$ cat src/rtl/unsigned_div_pkg.sv
// Shared definitions for the sequential unsigned 16/8 divider.
// Contents: FSM state encoding, operand widths and the quotient value
// reported for a zero divisor.
package unsigned_div_pkg;

    localparam int DIVIDEND_W = 16;
    localparam int DIVISOR_W  = 8;

    // All-ones quotient flags division by zero in-band as well as via div_by_zero.
    localparam logic [DIVIDEND_W-1:0] DIV0_QUOTIENT = 16'hFFFF;

    typedef enum logic [1:0] {
        IDLE = 2'd0,
        BUSY = 2'd1,
        DONE = 2'd2
    } div_state_t;

endpackage

$ cat src/rtl/unsigned_div_step.sv
// One radix-2 restoring division step (purely combinational).
// Ports:
//   i_prem      8   partial remainder entering the step (always < divisor)
//   i_bit       1   next dividend bit, MSB first
//   i_divisor   8   divisor (non-zero while iterating)
//   o_prem      8   partial remainder leaving the step
//   o_qbit      1   quotient bit produced by this step
module unsigned_div_step
    import unsigned_div_pkg::*;
(
    input  logic [DIVISOR_W-1:0] i_prem,
    input  logic                 i_bit,
    input  logic [DIVISOR_W-1:0] i_divisor,
    output logic [DIVISOR_W-1:0] o_prem,
    output logic                 o_qbit
);

    logic [DIVISOR_W:0]   w_shifted;
    logic [DIVISOR_W+1:0] w_trial;

    // The shifted remainder needs 9 bits; one more bit carries the borrow so
    // the sign of the trial subtraction is never lost.
    assign w_shifted = {i_prem, i_bit};
    assign w_trial   = {1'b0, w_shifted} - {2'b00, i_divisor};
    assign o_qbit    = ~w_trial[DIVISOR_W+1];

    // Either result is below the divisor, so the low 8 bits are exact.
    assign o_prem = o_qbit ? w_trial[DIVISOR_W-1:0] : w_shifted[DIVISOR_W-1:0];

endmodule

$ cat src/rtl/unsigned_16by8_div_seq.sv
// Iterative unsigned divider, 16-bit dividend by 8-bit divisor, one quotient
// bit per cycle (restoring). TRUNC (0..8) skips the low quotient bits, which
// are returned as 0, and shortens the run to 16-TRUNC iterations.
//
// state | meaning
// IDLE  | ready for a new operation
// BUSY  | iterating, one quotient bit per cycle
// DONE  | result presented, waiting for out_ready
//
// Ports:
//   clk          clock, rising edge
//   rst_n        synchronous active-low reset
//   in_valid     operands present        in_ready     operation can be accepted
//   dividend 16  numerator               divisor 8    denominator
//   out_valid    result available        out_ready    consumer takes the result
//   quotient 16  result quotient         remainder 8  remainder (0 when TRUNC>0)
//   div_by_zero  divisor was 0 for this result
module unsigned_16by8_div_seq
    import unsigned_div_pkg::*;
#(
    parameter int TRUNC = 0
)
(
    input  logic                  clk,
    input  logic                  rst_n,
    input  logic                  in_valid,
    output logic                  in_ready,
    input  logic [DIVIDEND_W-1:0] dividend,
    input  logic [DIVISOR_W-1:0]  divisor,
    output logic                  out_valid,
    input  logic                  out_ready,
    output logic [DIVIDEND_W-1:0] quotient,
    output logic [DIVISOR_W-1:0]  remainder,
    output logic                  div_by_zero
);

    localparam int         ITER      = DIVIDEND_W - TRUNC;
    localparam logic [4:0] LAST_ITER = 5'(ITER - 1);

    div_state_t r_state;
    div_state_t w_next_state;

    logic [DIVIDEND_W-1:0] r_work;
    logic [DIVISOR_W-1:0]  r_divisor;
    logic [DIVISOR_W-1:0]  r_prem;
    logic [DIVIDEND_W-1:0] r_qbits;
    logic [4:0]            r_count;
    logic [DIVIDEND_W-1:0] r_quotient;
    logic [DIVISOR_W-1:0]  r_remainder;
    logic                  r_div_by_zero;

    logic [DIVISOR_W-1:0]  w_step_prem;
    logic                  w_step_qbit;
    logic [DIVIDEND_W-1:0] w_qbits_next;
    logic                  w_last_iter;
    logic                  w_div0;

    unsigned_div_step u_step (
        .i_prem    (r_prem),
        .i_bit     (r_work[DIVIDEND_W-1]),
        .i_divisor (r_divisor),
        .o_prem    (w_step_prem),
        .o_qbit    (w_step_qbit)
    );

    assign w_qbits_next = {r_qbits[DIVIDEND_W-2:0], w_step_qbit};
    assign w_last_iter  = (r_count == LAST_ITER);
    assign w_div0       = (divisor == '0);

    always_ff @(posedge clk) begin
        if (!rst_n) begin
            r_state <= IDLE;
        end else begin
            r_state <= w_next_state;
        end
    end

    always_comb begin
        w_next_state = r_state;
        case (r_state)
            IDLE: begin
                if (in_valid) begin
                    w_next_state = w_div0 ? DONE : BUSY;
                end
            end
            BUSY: begin
                if (w_last_iter) begin
                    w_next_state = DONE;
                end
            end
            DONE: begin
                if (out_ready) begin
                    w_next_state = IDLE;
                end
            end
            default: w_next_state = IDLE;
        endcase
    end

    always_ff @(posedge clk) begin
        if (!rst_n) begin
            r_work        <= '0;
            r_divisor     <= '0;
            r_prem        <= '0;
            r_qbits       <= '0;
            r_count       <= '0;
            r_quotient    <= '0;
            r_remainder   <= '0;
            r_div_by_zero <= 1'b0;
        end else begin
            case (r_state)
                IDLE: begin
                    if (in_valid) begin
                        r_work    <= dividend;
                        r_divisor <= divisor;
                        r_prem    <= '0;
                        r_qbits   <= '0;
                        r_count   <= '0;
                        if (w_div0) begin
                            r_quotient    <= DIV0_QUOTIENT;
                            r_remainder   <= '0;
                            r_div_by_zero <= 1'b1;
                        end
                    end
                end
                BUSY: begin
                    r_work  <= {r_work[DIVIDEND_W-2:0], 1'b0};
                    r_prem  <= w_step_prem;
                    r_qbits <= w_qbits_next;
                    r_count <= r_count + 5'd1;
                    if (w_last_iter) begin
                        // Computed bits are the top ITER quotient bits; realign them.
                        r_quotient    <= w_qbits_next << TRUNC;
                        r_remainder   <= (TRUNC == 0) ? w_step_prem : '0;
                        r_div_by_zero <= 1'b0;
                    end
                end
                default: ;
            endcase
        end
    end

    assign in_ready    = (r_state == IDLE);
    assign out_valid   = (r_state == DONE);
    assign quotient    = r_quotient;
    assign remainder   = r_remainder;
    assign div_by_zero = r_div_by_zero;

endmodule
$ cat config.mk
export PLATFORM = sky130hd
export DESIGN_NAME = unsigned_16by8_div_seq
export DESIGN_NICKNAME = d
export VERILOG_FILES = /design/src/rtl/unsigned_div_pkg.sv /design/src/rtl/unsigned_div_step.sv /design/src/rtl/unsigned_16by8_div_seq.sv
export SDC_FILE = /design/constraint.sdc
export NUM_CORES = 1
export LEC_CHECK = 0
export CAP_MARGIN = 15
export CORE_ASPECT_RATIO = 1.75
export CORE_MARGIN = 1
export CORE_UTILIZATION = 48
export DETAILED_ROUTE_END_ITERATION = 7
export PLACE_DENSITY = 0.75
export SLEW_MARGIN = 20
export SYNTH_ARGS = -nofsm -noshare
export SYNTH_HDL_FRONTEND = slang
export SYNTH_SLANG_ARGS = --single-unit
$ cat constraint.sdc
create_clock -name clk -period 1.8 [get_ports clk]
set_input_delay 0.54 -clock clk [delete_from_list [all_inputs] [get_ports clk]]
set_output_delay 0.54 -clock clk [all_outputs]
set_load 0.02 [all_outputs]
# Word-level counts from Yosys, hierarchy flattened
# Index checks and enable logic that the tools add are counted.
totals:
  ram_bits: 0
  inputBits: 28
  wordCells: 52
  output_inout_bits: 27
  regBits: 79
  romBits: 0
  latch_bits: 0
  memories: 0
op_classes:
  div_mod_pow: 0
  muxes: 26
  eq_ne: 7
  add_sub_neg: 2
  reduce_logical: 7
  shift: 0
  bitwise_logic: 1
  mul: 0
  n_lt_le_gt_ge: 0
op_table:
  columns: ["operator", "count"]
  rows:
  - ["$mux 16", 4]
  - ["$pmux 16 s2", 2]
  - ["$mux 8", 5]
  - ["$pmux 8 s2", 2]
  - ["$pmux 15 s2", 1]
  - ["$mux 15", 1]
  - ["$pmux 5 s2", 1]
  - ["$sub 9x8->10", 1]
  - ["$logic_not 8->1", 1]
  - ["$mux 2", 4]
  - ["$pmux 2 s3", 1]
  - ["$add 5x1->5 const B", 1]
  - ["$eq 5x4->1 const B", 1]
  - ["$mux 5", 1]
  - ["$ne 2x1->1 const B", 2]
  - ["$ne 2x2->1 const B", 2]
  - ["$reduce_and 2->1", 2]
  - ["$reduce_and 4->1", 1]
  - ["$mux 1", 3]
  - ["$reduce_and 3->1", 1]
  - ["$eq 2x1->1 const B", 1]
  - ["$eq 2x2->1 const B", 1]
  - ["$logic_not 2->1", 1]
  - ["$pmux 1 s2", 1]
  - ["2 further kinds", 2]

# Longest topological paths before layout
# Gate-level depths: netlist (run 1).
logic_depth:
  word_depth: 4
  mapped_depth: 8
  mapped_depth_nobuf: 8

# Cells and area by module
# Synthesis (run 1) repeated with hierarchy kept, for this count alone.
unflattened:
  hier_cells: 398
  area_unflattened_um2: 3570.9
by_module_without_submodules:
  columns: ["module", "seq_area_each_um2", "cells_per_inst", "area_per_inst_um2", "n_inst"]
  rows:
  - ["unsigned_16by8_div_seq", 1581.5, 338, 3074.2, 1]
  - ["unsigned_div_step", 0.0, 60, 496.7, 1]

# Worst setup path before layout (run 1)
# OpenSTA, ideal clock, no wires.
synth_path:
  kind: "register -> register"
  start: "register r_divisor[6]"
  end: "register r_remainder[2], in the netlist remainder[2]"
  path_buffers: 0
  t_arrival_ns: 1.746
  synth_period_minus_slack_ns: 1.863
  required_time_ns: 1.683
  slack_ns: -0.063
  setup_ns: 0.117
  stages_incl_launch_ff: 7
  path_cell_list: "dfxtp_1 > inv_1 > ha_1 > a21o_1 > a211o_1 > or3_1 > a32o_1"
synth_between:
  elab_chain_len: 4
synth_rtl:
  columns: ["item", "line", "source"]
  rows:
  - ["start, declared", "unsigned_16by8_div_seq.sv:44", "logic [DIVISOR_W-1:0] r_divisor;"]
  - ["start signal, assigned", "unsigned_16by8_div_seq.sv:115", "r_divisor <= divisor;"]
  - ["$sub 9x8->10", "unsigned_div_step.sv:24", "assign w_trial = {1'b0, w_shifted} - {2'b00, i_divisor};"]
  - ["$mux 8", "unsigned_div_step.sv:28", "assign o_prem = o_qbit ? w_trial[DIVISOR_W-1:0] : w_shifted[DIVISOR_W-1:0];"]
  - ["$mux 8", "unsigned_16by8_div_seq.sv:131", "if (w_last_iter) begin"]
  - ["$pmux 8 s2", "unsigned_16by8_div_seq.sv:111", "case (r_state)"]
  - ["end signal, assigned", "unsigned_16by8_div_seq.sv:134", "r_remainder <= (TRUNC == 0) ? w_step_prem : '0;"]
  - ["end, declared", "unsigned_16by8_div_seq.sv:49", "logic [DIVISOR_W-1:0] r_remainder;"]
# No other way between the ends. The select of a mux whose other input is x is not followed.
# A chain may end at the register's enable or synchronous reset.

# Worst setup path in the final report (run 1)
layout_path:
  start: "register r_divisor[2]"
  end: "register r_remainder[2], in the netlist remainder[2]"
# Same word-level chain as after synthesis.

==> impl_metrics.sql, run 1 <==
INSERT INTO impl_metrics (metric_group, metric, value, unit) VALUES
('worst_setup_path', 'critPathTopFamily', 'simple AND/OR/NAND/NOR gates', ''),
('yosys', 'async_reset_ff_share', '0', '%'),
('route', 'vias_per_cell', '6.06', ''),
('clock_network', 'clock_latency', '340', 'ps'),
('yosys', 'synth_fp_nets', '461', ''),
('cells_and_area', 'postLayoutCellArea', '5380', 'um^2'),
('yosys', 'synth-seq-cells', '79', ''),
('worst_setup_path', 'timing.critical_path.fanout_max', '6', ''),
('yosys', 'syn-cell-area', '3510', 'um^2'),
('worst_setup_path', 'critical_path.cell_chain', 'inv_1 > ha_4 > nor2_2 > a21oi_4 > o221a_4 > or3_4 > a32o_1', ''),
('yosys', 'synthCells', '422', ''),
('route', 'ant_nets', '0', ''),
('floorplanning', 'chipHeight', '115', 'um'),
('yosys', 'synth_top_area_cell', 'dfxtp_1', ''),
('route', 'drt_iter0_markers', '270', ''),
('route', 'firstDrtPassIters', '6', ''),
('outcome', 'violations', 'negative setup slack', ''),
('clock_network', 'cts_hold_repair.buffers', '0', ''),
('power', 'p_leak', '2.22', 'nW'),
('yosys', 'ys_seq_area_share', '45.0', '%'),
('clock_network', 'cts_tree', 'built', ''),
('global_route', 'total_routing_usage_reported_by_global_routing', '28.3', '%'),
('cells_and_area', 'final_layout_size_suffix_gt1_share', '28.6', '%'),
('yosys', 'synth_enable_flop_cells', '0', ''),
('placed_design', 'place_area', '4540', 'um^2'),
('sta', 'setup_viol', '18', ''),
('sta', 'max_slew.worst_pin.slew', '377', 'ps'),
('placed_design', 'dp.final_hpwl', '6550', 'um'),
('worst_setup_path', 'setup.worst_path.end_class', 'flip-flop', ''),
('global_route', 'grt_max_degree', '36', ''),
('cells_and_area', 'ant_diodes', '0', ''),
('sta', 'slew_headroom', '74.9', '%'),
('floorplanning', 'top_ports', '55', ''),
('yosys', 'yosys-top-cells-area', 'dfxtp_1 45%, nand2_1 6.9%, nor3_1 5.6%', ''),
('sta', 'max_freq', '0.480', 'GHz'),
('cells_and_area', 'final_nets', '569', ''),
('sta', 'worst_slack', '-282', 'ps'),
('worst_setup_path', 'worst-setup-path-type', 'reg -> reg', ''),
('clock_network', 'cts_inserted_buffers', '9', ''),
('cells_and_area', 'filler_cell_count', '450', ''),
('sta', 'final.min_clock_period', '2080', 'ps'),
('worst_setup_path', 'reg2reg_depth', '7', ''),
('sta', 'grt_setup_unrepaired', 'true', ''),
('clock_network', 'cts_sinks', '79', ''),
('yosys', 'synth_top_area_share', '45.0', '%'),
('placed_design', 'place.port_buffers', '54', ''),
('yosys', 'post_synth_num_cell_types', '47', ''),
('sta', 'final-max-slew-violation-count', '0', ''),
('power', 'total_power', '0.00722', 'W'),
('yosys', 'yosys_most_used_dff', 'dfxtp_1', ''),
('power', 'power_density', '1340', 'nW/um^2'),
('clock_network', 'clk_path_buf_depth', '2', ''),
('floorplanning', 'floorplan.die.width', '66.7', 'um'),
('route', 'vias', '3753', ''),
('hold_path', 'timing.hold.worst_path_depth', '2', ''),
('sta', 'hold_viol', '0', ''),
('floorplanning', 'floorplan.initialDensity', '50.5', '%'),
('yosys', 'most_frequent_cell_after_synthesis', 'dfxtp_1', ''),
('placed_design', 'place_congestion', '0.888', ''),
('clock_network', 'root_buffer', 'clkbuf_16', ''),
('sta', 'hold_slack', '459', 'ps'),
('floorplanning', 'coreArea', '6960', 'um^2'),
('global_route', 'antenna_violations_before_repair', '0', ''),
('outcome', 'outcome', 'complete, but fails checks', ''),
('route', 'total_wirelength_of_the_detailed_routed_design', '11900', 'um'),
('worst_setup_path', 'worst_path_largest_cell_delay', '390', 'ps'),
('floorplanning', 'placementRows', '40', ''),
('worst_setup_path', 'cp.required', '2030', 'ps'),
('global_route', 'grt_remaining_overflow', '0', ''),
('power', 'ir_worst_vdd', '725', 'uV'),
('worst_setup_path', 'cpMaxStageDelayCell', 'or3_4', '');
-- report_power, final --
group          internal [W]  switching, W  leakage [nW]
Sequential          0.00186      0.000112         0.647
Clock               0.00137      0.000767         0.164
Combinational       0.00156       0.00156          1.41
-- state kept, by name, summed over array words and instances, names as in the netlist --
name / flops
r_prem: 8
r_state: 2
r_count: 5
remainder: 8
r_work: 16
r_divisor: 8
r_qbits: 15
div_by_zero: 1
quotient: 16
-- through the flow --
stage | setup TNS (ps) | setup WS [ps] | instances
finish | -2930 | -282 | 619
global route | -3540 | -302 | 619
CTS | -354 | -79.1 | 610
detailed placement | -24000 | -583 | 588
global placement | -20800 | -512 | 588
floorplan | 0 | 2.40 | 422
-- tightest hold or removal path, delay by kind of cell, from the launching register on --
family             cells  cell delay [ps]
DFF                    1              330
AOI/OAI and AO/OA      1               50
and+or+nand+nor        1               50
-- cell families (layout without fill, tap and decap cells) --
group,after synthesis,after routing,share of synthesized area (%)
AO/OA/AOI/OAI,87,87,18.3
multiplexers,1,1,0.285
AND/OR/NAND/NOR,200,203,26.3
XOR/XNOR,3,3,0.748
adder cells (fa/ha/maj),11,11,4.13
flip-flops,79,79,45.0
buffers and inverters,41,151,5.23
-- final timing paths --
path	to	slack [ps]	from
max	remainder[2]	-280	r_divisor[2]
min	remainder[5]	460	remainder[5]
max reg2reg	remainder[2]	-280	r_divisor[2]
min reg2reg	remainder[5]	460	remainder[5]
-- timing repair --
action / in CTS / in global routing
setup endpoints to repair: 61 / 38
gates cloned: 3 / 2
setup buffers: 3 / 7
resized for setup: 72 / 53
pin swaps: 14 / 23
-- area by class of cell --
type | instances | area [um^2] | share of cell area, %
Clock inverter | 6 | 115 | 2.14
Multi-Input combinational cell | 305 | 2160 | 40.2
Clock buffer | 10 | 229 | 4.26
Sequential cell | 79 | 1600 | 29.7
Inverter | 13 | 48.8 | 0.908
Timing Repair Buffer | 122 | 1120 | 20.9
Tap cell | 84 | 105 | 1.95
-- layer usage --
layer	vias to the layer above	routed length (um)	GRT usage, %
met4	0	902	15.3
met3	66	643	6.15
met5	-	0	0
met1	1794	4200	28.9
li1	1718	-	-
met2	175	6120	51.5
-- placed cells by master (no fill, tap or decap), types with 6 or more instances in the layout --
cell and count:
dlygate4sd2_1 31, a21oi_1 15, a311oi_1 15, nand2_1 63
clkdlybuf4s50_1 20, a22oi_1 16, ha_4 7, inv_1 10
nor2b_1 17, buf_6 7, clkbuf_16 10, dfxtp_1 70
a32o_1 6, buf_4 54, nor2_1 43, dfxtp_2 8
nor3_1 33
Power figures use the tool's default switching activity.
==> inputs of run 2 (changes only) <==
--- a/config.mk
+++ b/config.mk
@@ -5,6 +5,7 @@
 export SDC_FILE = /design/constraint.sdc
 export NUM_CORES = 1
 export LEC_CHECK = 0
+export ABC_AREA = 1
 export CAP_MARGIN = 15
 export CORE_ASPECT_RATIO = 1.75
 export CORE_MARGIN = 1
==> run 2 against run 1 <==
  * The flow still finishes with violations (negative setup slack)
  * Maximum frequency up 14%
  * Routed wire length down 17%
  * Die area up 2.5%
  * Synthesized cell count up 14%
  * Register-to-register slack better by 250 ps
  * Via count down 6.2%
  * First-iteration DRC count down 9.6%
  * Clock-buffer cell count up 1
  * Critical path depth up 6
  * Sequential power up 4%
  * Critical path type unchanged
  * Critical endpoint unchanged
==> impl_metrics.sql, run 2 <==
INSERT INTO impl_metrics (metric_group, metric, value, unit) VALUES
('yosys', 'synth-seq-cells', '79', ''),
('sta', 'max_slew.worst_pin.slew', '341', 'ps'),
('yosys', 'synth_top_area_share', '43.9', '%'),
('global_route', 'grt_max_degree', '45', ''),
('sta', 'fin_skew', '6.52', 'ps'),
('sta', 'hold_viol', '0', ''),
('cells_and_area', 'final_nets', '599', ''),
('yosys', 'yosys-top-cells-area', 'dfxtp_1 44%, nand2_1 11%, nor2_1 6.0%', ''),
('yosys', 'synthCells', '482', ''),
('power', 'total_power', '0.00533', 'W'),
('cells_and_area', 'layout.cells.most_common', 'nand2_1', ''),
('yosys', 'yosysWarnings', '0', ''),
('clock_network', 'cts_sinks', '79', ''),
('cells_and_area', 'postLayoutCoreUtil', '70.6', '%'),
('hold_path', 'whs_endpoint', 'r_work[15]', ''),
('power', 'p_clk_share', '34.0', '%'),
('route', 'firstDrtPassIters', '4', ''),
('sta', 'slew_headroom', '77.2', '%'),
('cells_and_area', 'final_layout_size_suffix_gt1_share', '25.1', '%'),
('power', 'power_density', '1040', 'nW/um^2'),
('floorplanning', 'coreArea', '7230', 'um^2'),
('clock_network', 'root_buffer', 'clkbuf_16', ''),
('global_route', 'first_global_vias', '3390', ''),
('worst_setup_path', 'r2r_setup_slack', '-30', 'ps'),
('cells_and_area', 'ant_diodes', '0', ''),
('yosys', 'post_synth_num_cell_types', '31', ''),
('route', 'wl_per_cell', '15.1', 'um'),
('sta', 'hold_slack', '465', 'ps'),
('clock_network', 'cts_tree', 'built', ''),
('sta', 'finalCritPeriodShare', '102', '%'),
('power', 'ir_worst_vdd', '701', 'uV'),
('yosys', 'async_reset_ff_share', '0', '%'),
('power', 'power_switching', '0.00168', 'W'),
('power', 'intPower', '0.00365', 'W'),
('floorplanning', 'placementRows', '41', ''),
('route', 'ant_nets', '0', ''),
('hold_path', 'holdCritPathClass', 'reg -> reg', ''),
('outcome', 'outcome', 'complete, but fails checks', ''),
('worst_setup_path', 'cp.required', '2090', 'ps'),
('route', 'vias', '3519', ''),
('yosys', 'synth_fp_nets', '521', ''),
('sta', 'tns', '-44.2', 'ps'),
('clock_network', 'cts_inserted_buffers', '9', ''),
('worst_setup_path', 'worst-setup-path-type', 'reg -> reg', ''),
('yosys', 'most_frequent_cell_after_synthesis', 'nand2_1', ''),
('hold_path', 'min-delay-start', 'r_work[14]', ''),
('clock_network', 'cts.reportedPaths.clkPinSlew', '60', 'ps'),
('yosys', 'syn_area_per_cell', '7.48', 'um^2'),
('power', 'p_sw_share', '31.5', '%'),
('yosys', 'syn-cell-area', '3600', 'um^2'),
('power', 'share_seq_of_total_power', '38.2', '%'),
('power', 'combinationalPowerShare', '27.7', '%'),
('hold_path', 'timing.hold.worst_path_depth', '2', ''),
('yosys', 'ys_seq_area_share', '43.9', '%'),
('floorplanning', 'floorplan.initialDensity', '49.8', '%'),
('worst_setup_path', 'reg2reg_to', 'remainder[2]', ''),
('global_route', 'grt_remaining_overflow', '0', ''),
('yosys', 'yosys_most_used_dff', 'dfxtp_1', ''),
('worst_setup_path', 'reg2reg_depth', '13', ''),
('clock_network', 'clock_latency', '340', 'ps'),
('global_route', 'antenna_violations_before_repair', '0', ''),
('floorplanning', 'top_ports', '55', ''),
('route', 'total_wirelength_of_the_detailed_routed_design', '9850', 'um'),
('route', 'drt_iter0_markers', '244', ''),
('worst_setup_path', 'crit-reg2reg-launch', 'r_count[1]', ''),
('power', 'p_leak', '2.33', 'nW'),
('sta', 'max_freq', '0.547', 'GHz'),
('placed_design', 'place_congestion', '0.802', ''),
('cells_and_area', 'filler_cell_count', '563', ''),
('floorplanning', 'floorplan.die.width', '67.5', 'um'),
('worst_setup_path', 'timing.critical_path.fanout_max', '7', ''),
('clock_network', 'htree_levels', '3', ''),
('route', 'drc', '0', ''),
('cells_and_area', 'area_growth_syn_to_fin', '41.7', '%'),
('run', 'timing.max_cap.violations', '0', ''),
('worst_setup_path', 'setup.worst_path.end_class', 'flip-flop', ''),
('outcome', 'violations', 'negative setup slack', ''),
('cells_and_area', 'final_cell_mix', '91 x nand2_1, 66 x dfxtp_1, 53 x nor2_1', ''),
('worst_setup_path', 'cp-start-kind', 'flip-flop', ''),
('sta', 'grt_setup_unrepaired', 'true', ''),
('global_route', 'total_routing_usage_reported_by_global_routing', '24.9', '%'),
('floorplanning', 'fp.dieArea', '7870', 'um^2'),
('yosys', 'post_synth_most_frequent_cells', '101 x nand2_1, 79 x dfxtp_1, 58 x nor2_1', ''),
('clock_network', 'clk_path_buf_depth', '2', ''),
('clock_network', 'cts_hold_repair.buffers', '0', ''),
('sta', 'final-max-slew-violation-count', '0', ''),
('route', 'vias_per_cell', '5.41', ''),
('placed_design', 'place.port_buffers', '54', ''),
('global_route', 'grt_first_pass_wirelength', '14600', 'um'),
('yosys', 'synth_top_area_cell', 'dfxtp_1', ''),
('placed_design', 'dp.final_hpwl', '6100', 'um'),
('sta', 'worst_slack', '-29.5', 'ps'),
('sta', 'final.min_clock_period', '1830', 'ps'),
('placed_design', 'dp_worst_setup_slack', '-296', 'ps'),
('sta', 'setup_viol', '2', ''),
('floorplanning', 'chipHeight', '117', 'um'),
('yosys', 'synth_enable_flop_cells', '0', ''),
('worst_setup_path', 'worst_ep_arrival_time', '2110', 'ps');
-- run 2: changes by cell type in the layout (fill, tap and decap cells not counted), moves of 15 or more --
cell | before | now
a22oi_1 | 16 | 0
nand2_1 | 63 | 91
a311oi_1 | 15 | 0
nor3_1 | 33 | 14
buf_4 | 54 | 29
nor2b_1 | 17 | 0
a31oi_1 | 0 | 16
a21oi_1 | 15 | 31
o21ai_0 | 0 | 26
inv_1 | 10 | 39
-- run 2: kinds of logic after synthesis --
family | after synthesis | share of synthesized area [%]
AO/OA/AOI/OAI | 98 | 17.5
XOR/XNOR | 3 | 0.729
adder cells (fa/ha/maj) | 11 | 4.03
buffers and inverters | 79 | 9.23
flip-flops | 79 | 43.9
AND/OR/NAND/NOR | 212 | 24.6
-- run 2: what timing repair did --
action                     CTS  global route
gates resized for setup     38            79
hold endpoints to repair     0             0
buffers inserted             1             7
gates cloned                 1             5
setup endpoints to repair   49            35
pin swaps                    1            28
-- run 2: metrics by stage --
stage                     cells  cell area (um^2)
after floorplan             482              3600
after global placement      621              4350
after detailed placement    621              4350
after CTS                   639              4700
after global routing        651              5110
final                       651              5110
-- run 2: layout make-up --
cell class,count,area (um^2),share of cell area (%)
Sequential cell,79,1610,31.5
Multi-Input combinational cell,325,1960,38.4
Clock inverter,5,57.6,1.13
Timing Repair Buffer,93,925,18.1
Tap cell,86,108,2.11
Clock buffer,11,243,4.75
Inverter,52,205,4.02
-- run 2: critical path, cell delays in order, from the launching register on --
cell       delay (ps)
dfxtp_2           360
ha_4              150
inv_4              40
nor3_4            180
ha_2              230
nand2_1            60
nand2_1            90
nand2_2           100
clkinv_4          150
clkbuf_16         170
nor2_1             40
nor2_1            100
nand2_1            70
inv_1              50
-- run 2: power by group through the flow --
stage / Sequential, W / Clock, W / Combinational [W]
floorplan: 0.00209 / 0 / 0.000752
global placement: 0.00205 / 0 / 0.00120
detailed placement: 0.00206 / 0 / 0.00123
CTS: 0.00202 / 0.00184 / 0.00126
global route: 0.00205 / 0.00190 / 0.00163
finish: 0.00204 / 0.00181 / 0.00148
-- run 2: worst max-delay path by stage --
stage                     from           end  slack [ps]
floorplan           r_count[0]  remainder[3]         180
global placement    divisor[5]  remainder[4]        -280
detailed placement  divisor[5]  remainder[3]        -300
CTS                  r_prem[3]     r_prem[5]           5
global route        r_count[1]  remainder[2]        -140
finish              r_count[1]  remainder[2]         -30
-- run 2: per-layer routing --
metal	track usage (%)	vias up	share of wire, %
li1	-	1743	-
met1	24.9	1661	36
met2	44.6	82	57
met3	4.79	33	3.4
met4	16.9	0	3.7
met5	0	-	0
==> inputs of run 3 (changes only) <==
--- a/config.mk
+++ b/config.mk
@@ -8,7 +8,7 @@
 export ABC_AREA = 1
 export CAP_MARGIN = 15
 export CORE_ASPECT_RATIO = 1.75
-export CORE_MARGIN = 1
+export CORE_MARGIN = 3
 export CORE_UTILIZATION = 48
 export DETAILED_ROUTE_END_ITERATION = 7
 export PLACE_DENSITY = 0.75
==> run 3 against run 2 <==
  * The flow now finishes without violations
  * Hold slack got worse by 5.2 ps
  * Clock-buffer cell count did not move
  * Combinational power fell by 5%
  * Die area rose by 9.6%
  * Routed wire length fell by 6.7%
  * Sequential power barely moved
  * Sequential cell count did not move
  * Register-to-register slack improved by 50 ps
  * Maximum frequency rose by 2.7%
  * Critical path type unchanged
  * Largest power group unchanged
  * Highest routed layer unchanged
==> impl_metrics.sql, run 3 (synthesis gave the netlist of run 2 again) <==
INSERT INTO impl_metrics (metric_group, metric, value, unit) VALUES
('route', 'firstDrtPassIters', '4', ''),
('floorplanning', 'fp.dieArea', '8630', 'um^2'),
('worst_setup_path', 'worst_path_largest_cell_delay', '360', 'ps'),
('worst_setup_path', 'worst_ep_arrival_time', '2060', 'ps'),
('worst_setup_path', 'timing.critical_path.fanout_max', '7', ''),
('worst_setup_path', 'critPathTopFamily', 'simple AND/OR/NAND/NOR gates', ''),
('cells_and_area', 'layout.cells.most_common', 'nand2_1', ''),
('cells_and_area', 'final_cell_mix', '90 x nand2_1, 69 x dfxtp_1, 53 x nor2_1', ''),
('placed_design', 'place_area', '4340', 'um^2'),
('clock_network', 'cts_sinks', '79', ''),
('placed_design', 'dp.final_hpwl', '6160', 'um'),
('sta', 'tns', '0', 'ps'),
('sta', 'worst_slack', '17.7', 'ps'),
('cells_and_area', 'final_cells', '649', ''),
('route', 'vias', '3466', ''),
('worst_setup_path', 'reg2reg_depth', '13', ''),
('sta', 'setup_viol', '0', ''),
('sta', 'finalCritPeriodShare', '99.0', '%'),
('global_route', 'total_routing_usage_reported_by_global_routing', '20.6', '%'),
('global_route', 'grt_remaining_overflow', '0', ''),
('hold_path', 'timing.hold.worst_path_depth', '2', ''),
('outcome', 'outcome', 'finished clean', ''),
('clock_network', 'clock_latency', '330', 'ps'),
('clock_network', 'clk_path_buf_depth', '2', ''),
('floorplanning', 'floorplan.die.width', '71.5', 'um'),
('clock_network', 'htree_levels', '3', ''),
('clock_network', 'cts_inserted_buffers', '9', ''),
('clock_network', 'cts.reportedPaths.clkPinSlew', '60', 'ps'),
('sta', 'hold_viol', '0', ''),
('cells_and_area', 'final_nets', '598', ''),
('sta', 'grt_setup_unrepaired', 'true', ''),
('worst_setup_path', 'crit_buf_inv', '4', ''),
('cells_and_area', 'area_growth_syn_to_fin', '38.0', '%'),
('worst_setup_path', 'critical_path.cell_chain', 'ha_4 > inv_4 > nor3_4 > ha_2 > nand2_1 > nand2_1 > nand2_2 > clkinv_4 > clkbuf_16 > nor2_1 > nor2_1 > nand2_1 > inv_1', ''),
('route', 'total_wirelength_of_the_detailed_routed_design', '9200', 'um'),
('route', 'drc', '0', ''),
('route', 'vias_per_cell', '5.34', ''),
('cells_and_area', 'postLayoutCoreUtil', '68.8', '%'),
('power', 'p_leak', '2.26', 'nW'),
('cells_and_area', 'filler_cell_count', '579', ''),
('worst_setup_path', 'cpMaxStageDelayCell', 'dfxtp_4', ''),
('sta', 'max_slew.worst_pin.slew', '299', 'ps'),
('worst_setup_path', 'cp.required', '2080', 'ps'),
('worst_setup_path', 'crit-reg2reg-launch', 'r_count[1]', ''),
('cells_and_area', 'final_layout_size_suffix_gt1_share', '23.3', '%'),
('clock_network', 'root_buffer', 'clkbuf_16', ''),
('worst_setup_path', 'setup.worst_path.end_class', 'flip-flop', ''),
('sta', 'fin_skew', '5.39', 'ps'),
('sta', 'max_freq', '0.561', 'GHz'),
('sta', 'final.min_clock_period', '1780', 'ps'),
('global_route', 'm2_gr_usage', '38.0', '%'),
('run', 'timing.max_cap.violations', '0', ''),
('global_route', 'first_global_vias', '3321', ''),
('global_route', 'globalRouteMet1Util', '20.9', '%'),
('worst_setup_path', 'r2r_setup_slack', '20', 'ps'),
('sta', 'final-max-slew-violation-count', '0', ''),
('global_route', 'grt_util_met3', '4.24', '%'),
('global_route', 'antenna_violations_before_repair', '0', ''),
('route', 'wl_per_cell', '14.2', 'um'),
('floorplanning', 'placementRows', '41', ''),
('placed_design', 'dp.cells', '622', ''),
('worst_setup_path', 'cp-start-kind', 'flip-flop', ''),
('sta', 'slew_headroom', '80.0', '%'),
('clock_network', 'cts_tree', 'built', ''),
('placed_design', 'dp_worst_setup_slack', '-370', 'ps'),
('worst_setup_path', 'cpMostUsedCell', 'nand2_1', ''),
('placed_design', 'place_congestion', '0.837', ''),
('hold_path', 'whs_endpoint', 'r_count[4]', ''),
('route', 'drt_iter0_markers', '243', ''),
('global_route', 'grt_first_pass_wirelength', '14200', 'um'),
('cells_and_area', 'postLayoutCellArea', '4970', 'um^2'),
('power', 'power_density', '1050', 'nW/um^2'),
('placed_design', 'place.port_buffers', '54', ''),
('route', 'ant_nets', '0', ''),
('clock_network', 'cts_hold_repair.buffers', '0', ''),
('global_route', 'grt_max_degree', '45', ''),
('floorplanning', 'top_ports', '55', ''),
('power', 'ir_worst_vdd', '768', 'uV'),
('global_route', 'busiest_layer', 'met2', ''),
('hold_path', 'holdCritPathClass', 'reg -> reg', ''),
('floorplanning', 'chipHeight', '121', 'um'),
('hold_path', 'min-delay-start', 'r_count[4]', ''),
('cells_and_area', 'ant_diodes', '0', ''),
('floorplanning', 'coreArea', '7230', 'um^2'),
('worst_setup_path', 'reg2reg_to', 'remainder[4]', ''),
('worst_setup_path', 'worst-setup-path-type', 'reg -> reg', ''),
('floorplanning', 'floorplan.initialDensity', '49.8', '%');
## run 3: cell count changes in the layout (fill, tap and decap cells not counted), sizes merged
cell	before	now
clkbuf	16	13
clkdlybuf4s50	23	27
clkinvlp	3	1
nor2	62	61
dlymetal6s2s	4	0
inv	50	51
buf	35	37
clkdlybuf4s15	0	1
## run 3: worst max path at each step
| stage | cells after the start | to | startpoint | slack [ps] |
|---|---|---|---|---|
| floorplan | 13 | remainder[3] | r_count[0] | 180 |
| global placement | 9 | quotient[6] | divisor[5] | -340 |
| detailed placement | 9 | quotient[8] | divisor[3] | -370 |
| CTS | 13 | remainder[6] | r_divisor[3] | 1 |
| global route | 12 | remainder[4] | r_count[1] | -80 |
| finish | 13 | remainder[4] | r_count[1] | 20 |
## run 3: final cells by class
type	count	area [um^2]	share of cell area [%]
multi-input combinational	324	1890	38.1
sequential	79	1600	32.1
timing repair buffer	93	872	17.5
clock buffer	11	243	4.88
inverter	52	205	4.12
tap	86	108	2.16
clock inverter	4	55.1	1.11
## run 3: through the flow
step / hold WS [ps] / power (W)
4_1_cts: 463 / 0.00506
3_5_place_dp: 454 / 0.00329
6_report: 460 / 0.00523
2_1_floorplan: 435 / 0.00284
3_3_place_gp: 449 / 0.00326
5_1_grt: 491 / 0.00548
## run 3: power breakdown
part	leakage [nW]	internal [W]	switching, W	total, W
sequential	0.652	0.00193	0.000106	0.00203
clock	0.142	0.00111	0.000686	0.00180
combinational	1.47	0.000594	0.000809	0.00140
total	2.26	0.00363	0.00160	0.00523
## run 3: metal layers
| metal | vias up | wire (um) |
|---|---|---|
| met5 | - | 0 |
| met4 | 0 | 388 |
| met3 | 28 | 256 |
| met2 | 79 | 5040 |
| met1 | 1618 | 3510 |
| li1 | 1741 | - |
## run 3: repair_timing
item / CTS / global route
endpoints found under the hold margin: 0 / 0
cloned: 0 / 2
pin swaps: 0 / 21
gates resized for setup: 34 / 66
buffers inserted: 0 / 10
endpoints found under the setup margin: 51 / 34
## run 3: worst min-delay path, cell delays in order, from the launching register on
cell	delay, ps
dfxtp_1	310
nand2_1	60
a21oi_1	50
